## config.mk

```make
export PLATFORM = sky130hd
export DESIGN_NAME = alu_exec_seq
export DESIGN_NICKNAME = d
export VERILOG_FILES = /design/src/rtl/alu_exec_seq_pkg.sv /design/src/rtl/alu_exec_seq.sv
export SDC_FILE = /design/constraint.sdc
export NUM_CORES = 1
export LEC_CHECK = 0
export BUFFER_PORTS_ARGS = -buffer_cell sky130_fd_sc_hd__clkbuf_2
export CORE_AREA = 2 2 137 139
export CTS_CLUSTER_SIZE = 16
export DETAILED_ROUTE_END_ITERATION = 7
export DIE_AREA = 0 0 139 141
export PLACE_DENSITY = 0.7
export SETUP_SLACK_MARGIN = 0.02
export SLEW_MARGIN = 30
export SYNTH_ARGS = -nofsm -noshare
export SYNTH_HDL_FRONTEND = slang
export SYNTH_SLANG_ARGS = --single-unit
```

## constraint.sdc

```tcl
create_clock -name clk -period 2.4 [get_ports clk]
set_clock_uncertainty 0.15 [all_clocks]
set_input_delay 0.24 -clock clk [delete_from_list [all_inputs] [get_ports clk]]
set_output_delay 0.24 -clock clk [all_outputs]
set_load 0.02 [all_outputs]
```

## src/rtl/alu_exec_seq_pkg.sv

```systemverilog
// Shared definitions for the brisc execute sequencer: opcodes, FSM states,
// instruction field layout and I-type immediate sign extension.
package brisc_pkg;

    localparam logic [6:0] OPC_OP     = 7'h33;
    localparam logic [6:0] OPC_OP_IMM = 7'h13;

    typedef enum logic [2:0] {
        IDLE,
        RS1,
        RS2,
        EXEC,
        WB
    } seq_state_t;

    typedef struct packed {
        logic [6:0] funct7;
        logic [4:0] rs2;
        logic [4:0] rs1;
        logic [2:0] funct3;
        logic [4:0] rd;
        logic [6:0] opcode;
    } rv_instr_t;

    // Sign-extend a 12-bit I-type immediate to 32 bits
    function automatic logic [31:0] imm_i(input logic [11:0] imm);
        return {{20{imm[11]}}, imm};
    endfunction

endpackage

```

## src/rtl/alu_exec_seq.sv

```systemverilog
// Multi-cycle execute sequencer for RV32 OP / OP-IMM instructions.
// Reads operands through a single combinational register-file port, drives
// the shared ALU, then writes the latched result back to rd.
// Optional build macro: ALU_EXEC_SEQ_PERF_EN adds a retired-instruction counter.
module alu_exec_seq
    import brisc_pkg::*;
#(
    parameter int XLEN    = 32,
    parameter int RADDR_W = 5
) (
    input  logic               clk,
    input  logic               rst_n,
    input  logic               instr_valid,
    output logic               instr_ready,
    input  logic [31:0]        instr,
    output logic [RADDR_W-1:0] rf_raddr,
    input  logic [XLEN-1:0]    rf_rdata,
    output logic [XLEN-1:0]    alu_a,
    output logic [XLEN-1:0]    alu_b,
    output logic [2:0]         alu_funct3,
    output logic [6:0]         alu_funct7,
    input  logic [XLEN-1:0]    alu_out,
    output logic               rf_we,
    output logic [RADDR_W-1:0] rf_waddr,
    output logic [XLEN-1:0]    rf_wdata,
    output logic               busy,
    output logic               illegal
`ifdef ALU_EXEC_SEQ_PERF_EN
    ,
    output logic [31:0]        retired_cnt
`endif
);

    seq_state_t      state;
    seq_state_t      next_state;
    rv_instr_t       instr_q;
    logic [XLEN-1:0] op_a;
    logic [XLEN-1:0] op_b;
    logic [XLEN-1:0] result;
    logic            illegal_q;
    logic            accept;
    logic            legal;

    assign accept  = instr_valid && ((state == IDLE) || (state == WB));
    assign legal   = (instr[6:0] == OPC_OP) || (instr[6:0] == OPC_OP_IMM);
    assign busy    = (state != IDLE);
    assign illegal = illegal_q;

    // State register plus operand/result capture for the active phase
    always_ff @(posedge clk or negedge rst_n) begin
        if (!rst_n) begin
            state     <= IDLE;
            instr_q   <= '0;
            op_a      <= '0;
            op_b      <= '0;
            result    <= '0;
            illegal_q <= 1'b0;
        end else begin
            state     <= next_state;
            illegal_q <= accept && !legal;
            if (accept) begin
                instr_q <= rv_instr_t'(instr);
                if (instr[6:0] == OPC_OP_IMM) begin
                    op_b <= XLEN'(signed'(imm_i(instr[31:20])));
                end
            end
            case (state)
                RS1:     op_a   <= rf_rdata;
                RS2:     op_b   <= rf_rdata;
                EXEC:    result <= alu_out;
                default: ;
            endcase
        end
    end

    // Next-state and per-state output decode; everything idles at zero
    always_comb begin
        next_state  = state;
        instr_ready = 1'b0;
        rf_raddr    = '0;
        alu_a       = '0;
        alu_b       = '0;
        alu_funct3  = '0;
        alu_funct7  = '0;
        rf_we       = 1'b0;
        rf_waddr    = '0;
        rf_wdata    = '0;
        case (state)
            IDLE: begin
                instr_ready = 1'b1;
            end
            RS1: begin
                rf_raddr   = RADDR_W'(instr_q.rs1);
                next_state = (instr_q.opcode == OPC_OP) ? RS2 : EXEC;
            end
            RS2: begin
                rf_raddr   = RADDR_W'(instr_q.rs2);
                next_state = EXEC;
            end
            EXEC: begin
                alu_a      = op_a;
                alu_b      = op_b;
                alu_funct3 = instr_q.funct3;
                // OP-IMM only carries funct7 for shifts; elsewhere those bits are immediate
                if ((instr_q.opcode == OPC_OP) || (instr_q.funct3 == 3'h5)) begin
                    alu_funct7 = instr_q.funct7;
                end
                next_state = WB;
            end
            WB: begin
                instr_ready = 1'b1;
                rf_we       = (instr_q.rd != 5'd0);
                rf_waddr    = RADDR_W'(instr_q.rd);
                rf_wdata    = result;
                next_state  = IDLE;
            end
            default: next_state = IDLE;
        endcase
        if (accept) begin
            next_state = legal ? RS1 : IDLE;
        end
    end

`ifdef ALU_EXEC_SEQ_PERF_EN
    // Count every completed write-back phase, including writes to x0
    always_ff @(posedge clk or negedge rst_n) begin
        if (!rst_n) begin
            retired_cnt <= '0;
        end else if (state == WB) begin
            retired_cnt <= retired_cnt + 32'd1;
        end
    end
`endif

endmodule

```

==> results.md <==
CTS:
- The clock tree buffer depth is 2.
- The clock latency on the worst-skew pair is slightly above 0.4 ns.
- The clock drives between 100 and 150 sinks.
- Clock tree synthesis inserted a total of 17 buffers.
- The number of H-tree levels is 4.
- The clock input transition at the sequential cells of the worst setup and hold paths is ~0.06 ns.
- The cell sitting at the root of the clock tree is a sky130_fd_sc_hd__clkbuf_16.
- The CTS tree is done.

STA:
- The count of final hold-check violations is 0.
- On the final layout, the worst hold slack is between 0.2 and 0.25 ns.
- Setup violations remaining at the end of the flow were counted as 0.
- The slack of the critical path is 0.147 ns.
- The maximum operating frequency is 444 MHz.
- The number of max-slew violations in the final report came to 0.
- At the pin with the least slew margin, the transition time is approximately 0.7 ns.
- For the final routed database, the setup TNS stands at 0 ns.
- Setup repair after global routing left no endpoint under its margin.
- The headroom to the max-slew limit is 0.520.
- The final critical delay including setup and external delays is approximately 2.3 ns.
- The share of the clock period used by the worst path after layout is 0.939.

Power and ir drop:
- Summed over all cells, the static leakage comes to between 0.004 and 0.005 µW.
- The worst IR drop on VDD is roughly 0.55 mV.
- For this design the ratio of total power to cell area is around 1200 nW/µm².

Logic synthesis:
- During synthesis, Yosys emitted a total of 0 warnings.
- The number of different library cells used by synthesis comes to 30.
- The mean instance size in the synthesized netlist is ~11 µm².
- The async set or reset register ratio after synthesis is 1.00.
- In this run the cell area of the synthesized design comes to between 6000 and 7000 µm².
- In the synthesized netlist, the number of instances is around 600.
- The most used flip-flop cell after synthesis is sky130_fd_sc_hd__dfrtp_1.
- sky130_fd_sc_hd__dfrtp_1 takes more of the synthesized area than any other cell.
- Yosys attributes the largest share of cell area to sky130_fd_sc_hd__dfrtp_1 (53%), sky130_fd_sc_hd__mux2_2 (12%), sky130_fd_sc_hd__and2_1 (6.8%), sky130_fd_sc_hd__a211oi_2 (6.0%), sky130_fd_sc_hd__nand2_1 (6.0%).
- Of the post-synthesis cell area, the dominant cell type holds 0.530.
- The number of nets handed over by synthesis was ~690.
- The share of the Yosys chip area taken by registers is 0.530.
- The number of enable flip-flop cells after synthesis is 0.
- The post-synthesis sequential element count is 132.

Worst setup path:
- In this run the number of cells on the critical path is 4.
- The biggest fanout along the worst timing path is 7.
- The data required time at the worst endpoint is roughly 2 ns.
- The element type at the critical path start is a flip-flop.
- The critical path is of the reg -> out type.
- Together, buffers and inverters on the worst path number 1.
- The maximum cell stage delay along the critical path is approximately 0.38 ns.
- Grouping stages by cell kind, the critical path spends the most delay in simple AND/OR/NAND/NOR gates.
- The worst path arrival time is roughly 1.9 ns.
- The number of cells on the worst reg-to-reg path is 4.
- Traced cell by cell, the critical path runs through nand4bb_1 > o31a_1 > nor3b_1 > clkbuf_2.
- The library cell contributing the largest single delay on the critical path is sky130_fd_sc_hd__dfrtp_1.
- The kind of capture point of the worst setup path is an output pin.

Finish:
- The layout cell share with drive strength beyond 1 is 0.409.
- The leading cell type in the layout, fill and taps excluded is sky130_fd_sc_hd__clkbuf_2.
- The diode insertion count for antenna repair is 0.
- Relative to the synthesized area, the layout overhead comes to 49.7%.
- The footprint of the flip-flops and latches is 3300 µm².
- The finished layout holds 1141 standard cells, fillers aside.
- Summing all multi-input logic gate instances after layout gives 2750 µm².
- The number of fill cells is about 1600.
- Leaving out fill and tap cells, the most frequent cells in the layout are sky130_fd_sc_hd__clkbuf_2 (217), sky130_fd_sc_hd__dfrtp_1 (132), sky130_fd_sc_hd__nand2_1 (99), sky130_fd_sc_hd__dlygate4sd3_1 (97), sky130_fd_sc_hd__and2_1 (68).
- The layout net count is a little under 1000.
- For this run, the share of the core covered by cells in the final layout is 0.511.

Drt:
- The total via count after detailed routing is about 5400.
- The post-route DRC violation count is 0.
- Dividing the detail-routed wire length by the instance count gives ~16 µm.
- The via density per instance is 4.77.
- The number of detailed-route iterations in the first pass is 4.
- The starting DRC count in detailed routing is roughly 250.
- The total wire length is 18300 µm.
- The number of nets with antenna violations after routing is 0.

Placed design:
- The number of input and output port buffers inserted is around 220.
- At the placement stage, the worst setup path has a slack of between 0.3 and 0.4 ns.
- The cell count after placement is between 1000 and 1500.
- After legalization and detailed placement, the total HPWL measured ~11000 µm.
- The final estimated routing congestion in global placement is ~0.75.

Hold path:
- In this run the worst hold path is classified as in -> async.

Die:
- The floorplan step defined a die boundary enclosing approximately 20000 µm².
- For this configuration, the core starts out at a cell density of 0.341.
- The initialized floorplan defines 50 standard-cell rows.
- The die is roughly 140 µm wide.
- The total area inside the core boundary comes to 18300 µm².
- The height of the die is between 100 and 150 µm.
- In this run the count of I/O pins placed on the die edge is ~220.

GRT:
- The total global routing overflow is 0.
- The number of antenna violations at the first check in global routing was 1.
- The pin count of the biggest net entering global routing is around 100.
- The via count of the first global-routing pass was approximately 5700.
- The wire length of the first global-routing pass is approximately 30000 µm.
- Across every metal layer, demand over resource in global routing totals 0.188.

Run:
- The number of violations of the max-capacitance limit is 0.

Status:
- The run finished with clean final reports.
## registers in the layout (all words and copies together), names as in the netlist
| name | flops |
|---|---|
| instr_q | 32 |
| op_a | 32 |
| op_b | 32 |
| result | 32 |
| state | 3 |
| illegal | 1 |
## worst register-to-register path, cell delays in order (launching register included)
cell	delay [ns]
sky130_fd_sc_hd__dfrtp_1	0.38
sky130_fd_sc_hd__or4b_4	0.53
sky130_fd_sc_hd__or3_2	0.45
sky130_fd_sc_hd__buf_12	0.20
sky130_fd_sc_hd__a211oi_1	0.26
## through the flow
step | total power (µW) | cell area (µm²)
final | 11600 | 9340
after global routing | 12300 | 9340
after CTS | 11600 | 9300
after detailed placement | 8490 | 7650
after global placement | 8360 | 7650
after floorplan | 7060 | 6240
## final timing paths
check,start,endpoint,slack (ns)
worst max register to register,state[0],op_b[31],0.32
worst min-delay path,rst_n,result[6],0.22
worst max-delay path,instr_q[6],alu_funct7[3],0.15
min in group clk,result[20],result[20],0.32
worst min register to register,result[20],result[20],0.32
max in group asynchronous,rst_n,instr_q[25],1.20
## layout make-up
cell class	instances	share of cell area
Clock inverter	11	0.0209
Multi-Input combinational cell	410	0.295
Tap cell	234	0.0314
Inverter	1	0.000402
Clock buffer	21	0.0515
Sequential cell	132	0.354
Timing Repair Buffer	332	0.247
## what timing repair did
| item | 4_1_cts | 5_1_grt |
|---|---|---|
| hold buffers | 97 | 0 |
| resized for setup | 0 | 3 |
| setup buffers | 0 | 0 |
| endpoints found under the hold margin | 177 | 0 |
| setup endpoints to repair | 0 | 35 |
## Yosys cell counts (all sizes together) (2+ instances only)
cell / n
a211oi: 32
a22o: 5
and2: 68
and3: 37
buf: 13
clkbuf: 33
dfrtp: 132
mux2: 64
nand2: 99
nand2b: 2
nand3b: 2
nand4bb: 2
nor2: 67
nor3b: 9
nor4: 12
o31a: 2
or3: 2
or4b: 2
## layer usage
layer | global-route usage | part of all wire | up-vias
met5 | 0 | 0 | -
li1 | - | - | 2600
met2 | 0.326 | 0.51 | 176
met4 | 0.0611 | 0.015 | 0
met3 | 0.0510 | 0.053 | 20
met1 | 0.229 | 0.42 | 2652
## kinds of logic (layout without fill, tap and decap cells)
logic type	count (synthesis)	count (layout)	synth area share
flip-flops	132	132	0.530
multiplexers	64	64	0.116
AO/OA/AOI/OAI	41	41	0.0746
AND/OR/NAND/NOR	305	305	0.246
buffers and inverters	47	365	0.0341
## report_power, final
group          total (µW)  switching, µW  leakage, µW  internal [µW]
Clock                2950            988     0.000322           1960
Combinational        4710           2550      0.00273           2160
Sequential           3910            540      0.00155           3370
Total               11600           4080      0.00460           7490
Note: power is estimated with default switching activity, not from simulation.
